$ cat src/rtl/bcd_conv_arbiter.sv
// Shared multi-cycle binary-to-BCD converter (double dabble) with a
// round-robin arbiter in front of it. One requester is captured at a time,
// its operand is shifted through the BCD accumulator one bit per clock, and
// the registered result is returned with a one-cycle done/ack pulse.
module bcd_conv_arbiter #(
  parameter int unsigned NREQ  = 3,
  parameter int unsigned BIN_W = 24,
  parameter int unsigned NDIG  = 7
) (
  input  logic                   clk,
  input  logic                   rst_n,
  input  logic [NREQ-1:0]        req,
  input  logic [NREQ*BIN_W-1:0]  bin_in,
  output logic [NREQ-1:0]        ack,
  output logic                   busy,
  output logic [1:0]             grant_id,
  output logic                   done,
  output logic [1:0]             done_id,
  output logic [4*NDIG-1:0]      bcd_out,
  output logic                   ovf
);

  // One extra digit above the visible ones exists only to flag overflow.
  localparam int unsigned AccW  = 4 * (NDIG + 1);
  localparam int unsigned OutW  = 4 * NDIG;
  localparam int unsigned StepW = $clog2(BIN_W + 1);
  localparam int unsigned IdW   = 2;

  typedef enum logic [1:0] {
    StIdle,
    StShift,
    StDone
  } state_e;

  state_e             state_q, state_d;
  logic [IdW-1:0]     ptr_q, ptr_d;
  logic [IdW-1:0]     grant_q, grant_d;
  logic [BIN_W-1:0]   sh_q, sh_d;
  logic [AccW-1:0]    acc_q, acc_d;
  logic [StepW-1:0]   step_q, step_d;
  logic [OutW-1:0]    bcd_q, bcd_d;
  logic               ovf_q, ovf_d;
  logic [IdW-1:0]     done_id_q, done_id_d;

  logic               arb_valid;
  logic [IdW-1:0]     arb_id;
  logic [IdW-1:0]     arb_next_ptr;
  logic [BIN_W-1:0]   op_sel;
  logic [AccW-1:0]    acc_adj;
  logic [AccW-1:0]    acc_shl;
  logic [BIN_W-1:0]   sh_shl;
  logic               last_step;
  int unsigned        arb_idx;

  // Round-robin pick: first asserted request at or after the pointer, wrapping.
  always_comb begin
    arb_valid = 1'b0;
    arb_id    = '0;
    arb_idx   = 0;
    for (int unsigned k = 0; k < NREQ; k++) begin
      arb_idx = int'(ptr_q) + k;
      if (arb_idx >= NREQ) begin
        arb_idx = arb_idx - NREQ;
      end
      if (!arb_valid && req[arb_idx]) begin
        arb_valid = 1'b1;
        arb_id    = IdW'(arb_idx);
      end
    end
  end

  // Pointer moves just past the winner so the others go first next time.
  always_comb begin
    if (arb_id == IdW'(NREQ - 1)) begin
      arb_next_ptr = '0;
    end else begin
      arb_next_ptr = arb_id + 1'b1;
    end
  end

  // Operand mux for the winning requester.
  always_comb begin
    op_sel = '0;
    for (int unsigned i = 0; i < NREQ; i++) begin
      if (arb_id == IdW'(i)) begin
        op_sel = bin_in[i*BIN_W +: BIN_W];
      end
    end
  end

  // Add-3 on every digit >= 5; results stay <= 12 so nothing carries out.
  always_comb begin
    acc_adj = acc_q;
    for (int unsigned d = 0; d < NDIG + 1; d++) begin
      if (acc_q[4*d +: 4] >= 4'd5) begin
        acc_adj[4*d +: 4] = acc_q[4*d +: 4] + 4'd3;
      end
    end
  end

  // Joint left shift of {accumulator, operand}.
  always_comb begin
    acc_shl   = {acc_adj[AccW-2:0], sh_q[BIN_W-1]};
    sh_shl    = {sh_q[BIN_W-2:0], 1'b0};
    last_step = (step_q == StepW'(BIN_W - 1));
  end

  // FSM state register.
  always_ff @(posedge clk or negedge rst_n) begin
    if (!rst_n) begin
      state_q <= StIdle;
    end else begin
      state_q <= state_d;
    end
  end

  // FSM next-state logic.
  always_comb begin
    state_d = state_q;
    unique case (state_q)
      StIdle:  if (arb_valid) state_d = StShift;
      StShift: if (last_step) state_d = StDone;
      StDone:  state_d = StIdle;
      default: state_d = StIdle;
    endcase
  end

  // Datapath next-state: capture in idle, shift in run, latch result on last step.
  always_comb begin
    ptr_d     = ptr_q;
    grant_d   = grant_q;
    sh_d      = sh_q;
    acc_d     = acc_q;
    step_d    = step_q;
    bcd_d     = bcd_q;
    ovf_d     = ovf_q;
    done_id_d = done_id_q;
    unique case (state_q)
      StIdle: begin
        if (arb_valid) begin
          grant_d = arb_id;
          sh_d    = op_sel;
          acc_d   = '0;
          step_d  = '0;
          ptr_d   = arb_next_ptr;
        end
      end
      StShift: begin
        acc_d  = acc_shl;
        sh_d   = sh_shl;
        step_d = step_q + 1'b1;
        if (last_step) begin
          bcd_d     = acc_shl[OutW-1:0];
          ovf_d     = |acc_shl[AccW-1:OutW];
          done_id_d = grant_q;
        end
      end
      default: ;
    endcase
  end

  // Datapath registers.
  always_ff @(posedge clk or negedge rst_n) begin
    if (!rst_n) begin
      ptr_q     <= '0;
      grant_q   <= '0;
      sh_q      <= '0;
      acc_q     <= '0;
      step_q    <= '0;
      bcd_q     <= '0;
      ovf_q     <= 1'b0;
      done_id_q <= '0;
    end else begin
      ptr_q     <= ptr_d;
      grant_q   <= grant_d;
      sh_q      <= sh_d;
      acc_q     <= acc_d;
      step_q    <= step_d;
      bcd_q     <= bcd_d;
      ovf_q     <= ovf_d;
      done_id_q <= done_id_d;
    end
  end

  // FSM outputs: done/ack are decoded from the DONE state.
  always_comb begin
    busy     = (state_q != StIdle);
    done     = (state_q == StDone);
    grant_id = grant_q;
    done_id  = done_id_q;
    bcd_out  = bcd_q;
    ovf      = ovf_q;
    ack      = '0;
    for (int unsigned i = 0; i < NREQ; i++) begin
      ack[i] = done && (done_id_q == IdW'(i));
    end
  end

endmodule

$ cat config.mk
export PLATFORM = sky130hd
export DESIGN_NAME = bcd_conv_arbiter
export DESIGN_NICKNAME = d
export VERILOG_FILES = /design/src/rtl/bcd_conv_arbiter.sv
export SDC_FILE = /design/constraint.sdc
export NUM_CORES = 1
export LEC_CHECK = 0
export ABC_AREA = 1
export BUFFER_PORTS_ARGS = -buffer_cell sky130_fd_sc_hd__buf_2
export CORE_ASPECT_RATIO = 0.75
export CORE_MARGIN = 2
export CORE_UTILIZATION = 45
export CTS_CLUSTER_DIAMETER = 120
export CTS_CLUSTER_SIZE = 30
export DETAILED_ROUTE_END_ITERATION = 6
export PLACE_DENSITY = 0.75
export SYNTH_ARGS = -nofsm -noshare
export SYNTH_HDL_FRONTEND = slang
export SYNTH_SLANG_ARGS = --single-unit
$ cat constraint.sdc
create_clock -name clk -period 2.6 [get_ports clk]
set_input_delay 0.13 -clock clk [delete_from_list [all_inputs] [get_ports clk]]
set_output_delay 0.13 -clock clk [all_outputs]
set_load 0.005 [all_outputs]
==> impl_metrics.py <==
metrics = {
    "sta": {
        "hold_violations": 0,
        "slew_headroom_pct": 56.94,
        "max_freq_mhz": 416.7,
        "fin_tns_setup_ns": 0,
        "slew_violations": 0,
        "rsz0062_at_grt": "false",
        "tightest_slew_ns": 0.6459,
        "finClkSkew_ns": 0.006326,
        "finalCritPeriodShare_pct": 92.29,
        "setup_viol": 0,
        "final.min_clock_period_ns": 2.400,
    },
    "grt": {
        "antenna_found_initial": 0,
        "grt_pass1_vias": 4776,
        "grt.total_usage_pct": 20.49,
        "grt-ovfl-total": 0,
        "grt_pass1_wl_mm": 22.31,
        "grt_max_degree": 50,
    },
    "detailed_routing": {
        "dr.pass1.iters": 6,
        "drt_iter0_markers": 322,
        "wl_per_cell_um": 12.77,
        "ant_nets": 0,
        "vias_per_cell": 4.917,
        "drc": 0,
        "vias": 5084,
        "wl_mm": 13.21,
    },
    "job": {
        "maxCapViolations": 0,
    },
    "layout": {
        "area_growth_pct": 18.82,
        "drive_above_1_share_pct": 18.32,
        "layout.cells.most_common": "nand2_1",
        "layout_common_cells": "nand2_1 (251), buf_2 (113), inv_1 (106), dfrtp_1 (98), o21ai_0 (64)",
        "nets": 961,
        "n_antenna_cell": 0,
        "fin_util_pct": 54.62,
    },
    "floorplan": {
        "fp.dieArea_um2": 13400,
        "die_h_um": 100.8,
        "die_w_um": 133.0,
        "rows": 35,
        "io_pins": 115,
        "floorplan.initialDensity_pct": 45.97,
        "core_area_um2": 12220,
    },
    "clock_network": {
        "cts_hold_buffers": 1,
        "cts_max_path_buffers": 2,
        "numCtsBuffers": 9,
        "clkTransAtPathRegs_ns": 0.07,
        "cts_setup_buffers": 0,
        "cts_max_level": 3,
        "insertion_delay_ns": 0.34,
        "cts.sinks": 98,
        "root_buffer": "clkbuf_16",
        "post_cts_resized": 0,
        "cts_tree": "built",
    },
    "synthesis": {
        "syn-num-nets": 852,
        "synth_seq_cells": 98,
        "yosysUniqueCellTypes": 27,
        "ys_seq_area_share_pct": 43.66,
        "yosysWarnings": 0,
        "netlist_area_um2": 5617,
        "avgSynthCellArea_um2": 7.449,
        "syn_inst": 754,
    },
    "worst_hold_path": {
        "hp-start": "bin_in[41]",
        "hp-class": "input port to flop",
        "whs_path_depth": 5,
        "worstHoldEndpoint": "sh_q[17]$_DFFE_PN0P_",
    },
    "place": {
        "place_congestion": 0.9475,
        "dp_hpwl_mm": 9.377,
        "port_buffers": 114,
    },
    "power": {
        "p_leak_nw": 3.757,
        "power.density_nw_per_um2": 1317,
        "ir_drop_mv": 0.5051,
        "finalPower_mw": 8.792,
    },
    "critical_path": {
        "endpoint_kind": "flop",
        "required_ns": 2.83,
        "cp.arrival_ns": 2.63,
        "timing.rr.end": "sh_q[20]$_DFFE_PN0P_",
        "critPathKind": "flop to flop",
        "start_kind": "flop",
        "path_max_fanout": 26,
        "r2r_slack_ns": 0.20,
        "rr_startpoint": "ptr_q[0]$_DFFE_PN0P_",
        "rr_worst_depth": 11,
    },
    "run_status": {
        "run_status": "complete, no violations",
    },
}
==> per-layer routing <==
layer	GRT usage [%]	vias to the layer above	wire length, um
li1	-	2633	-
met1	28.93	2322	6681
met2	32.52	117	5762
met3	4.022	12	600
met4	5.459	0	163
met5	0	-	0
==> logic make-up after synthesis <==
group / synth area share (%)
flops: 43.66
compound gates: 12.12
xor+xnor: 1.404
simple gates: 27.85
fa+ha+maj: 4.678
buf+inv: 10.29
==> power by group <==
| part | switching [mW] | internal (mW) | leakage (nW) | total (mW) |
|---|---|---|---|---|
| sequential | 0.429 | 2.24 | 1.20 | 2.67 |
| clock | 0.550 | 0.799 | 0.147 | 1.35 |
| combinational | 3.06 | 1.72 | 2.41 | 4.78 |
==> registers in the layout, indices dropped and copies added, names as in the netlist <==
| signal | count |
|---|---|
| done_id | 2 |
| sh_q | 24 |
| state_q | 2 |
| grant_id | 2 |
| ovf | 1 |
| bcd_out | 28 |
| step_q | 5 |
| acc_q | 32 |
| ptr_q | 2 |
==> per-stage QoR <==
| stage | hold WS, ns | cells | area [um2] | setup slack [ns] |
|---|---|---|---|---|
| 2_1_floorplan | -0.1656 | 754 | 5617 | 0.6586 |
| 3_3_place_gp | 0.2023 | 1017 | 6365 | 0.2852 |
| 3_5_place_dp | 0.1914 | 1017 | 6365 | 0.2381 |
| 4_1_cts | 0.06698 | 1034 | 6674 | 0.2192 |
| 5_1_grt | 0.1057 | 1034 | 6674 | 0.01000 |
| 6_report | 0.08157 | 1034 | 6674 | 0.2004 |
==> how the worst max path moves through the flow <==
stage	to	cells past startpoint	slack, ns	start
3_3_place_gp	sh_q[20]$_DFFE_PN0P_	10	0.29	ptr_q[0]$_DFFE_PN0P_
3_5_place_dp	sh_q[20]$_DFFE_PN0P_	10	0.24	ptr_q[0]$_DFFE_PN0P_
4_1_cts	sh_q[20]$_DFFE_PN0P_	10	0.22	ptr_q[0]$_DFFE_PN0P_
5_1_grt	sh_q[20]$_DFFE_PN0P_	12	0.01	ptr_q[0]$_DFFE_PN0P_
2_1_floorplan	sh_q[0]$_DFFE_PN0P_	12	0.66	ptr_q[0]$_DFFE_PN0P_
6_report	sh_q[20]$_DFFE_PN0P_	11	0.20	ptr_q[0]$_DFFE_PN0P_
==> Yosys cell counts <==
cell type    n  area (um2)
o21ai_0     64       320.3
buf_2        9       45.04
dfrtp_1     98        2452
nand3b_1     9       67.56
inv_2        2       7.510
inv_1      106       397.9
nand3_2      3       30.03
buf_1        2       7.510
xor2_1       9       78.83
nand2_1    251       942.2
a21oi_1     44       220.2
nand4_2      1       12.51
nor2_2       2       12.51
nand4_1     18       112.6
nand3_1     50       250.2
clkbuf_1    14       52.55
a31oi_4      1       21.27
buf_4        3       22.52
ha_1        21       262.8
nand2_2      3       18.77
nor2_1      10       37.54
nand4_4      1       21.27
nand2_4      1       11.26
or2_2        2       12.51
buf_6        4       45.04
o22ai_1     19       118.9
nor3_1       7       35.03
==> critical path: stages, from the launching register on <==
cell and delay [ns]:
dfrtp_1 0.39, inv_1 0.08, ha_1 0.48, inv_2 0.10, nand3_1 0.13, nand2_1 0.11, nand4_4 0.18, nand2_4 0.22
inv_2 0.29, nand3_1 0.16, nand2_1 0.08, nand2_1 0.05
==> cell type report <==
| type | instances | area [um2] |
|---|---|---|
| Multi-Input combinational cell | 516 | 2589 |
| Clock buffer | 14 | 264.0 |
| Tap cell | 166 | 207.7 |
| Fill cell | 1184 | 5544 |
| Clock inverter | 2 | 35.03 |
| Timing Repair Buffer | 130 | 720.7 |
| Inverter | 108 | 405.4 |
| Sequential cell | 98 | 2452 |
Note: power is estimated with default switching activity, not from simulation.
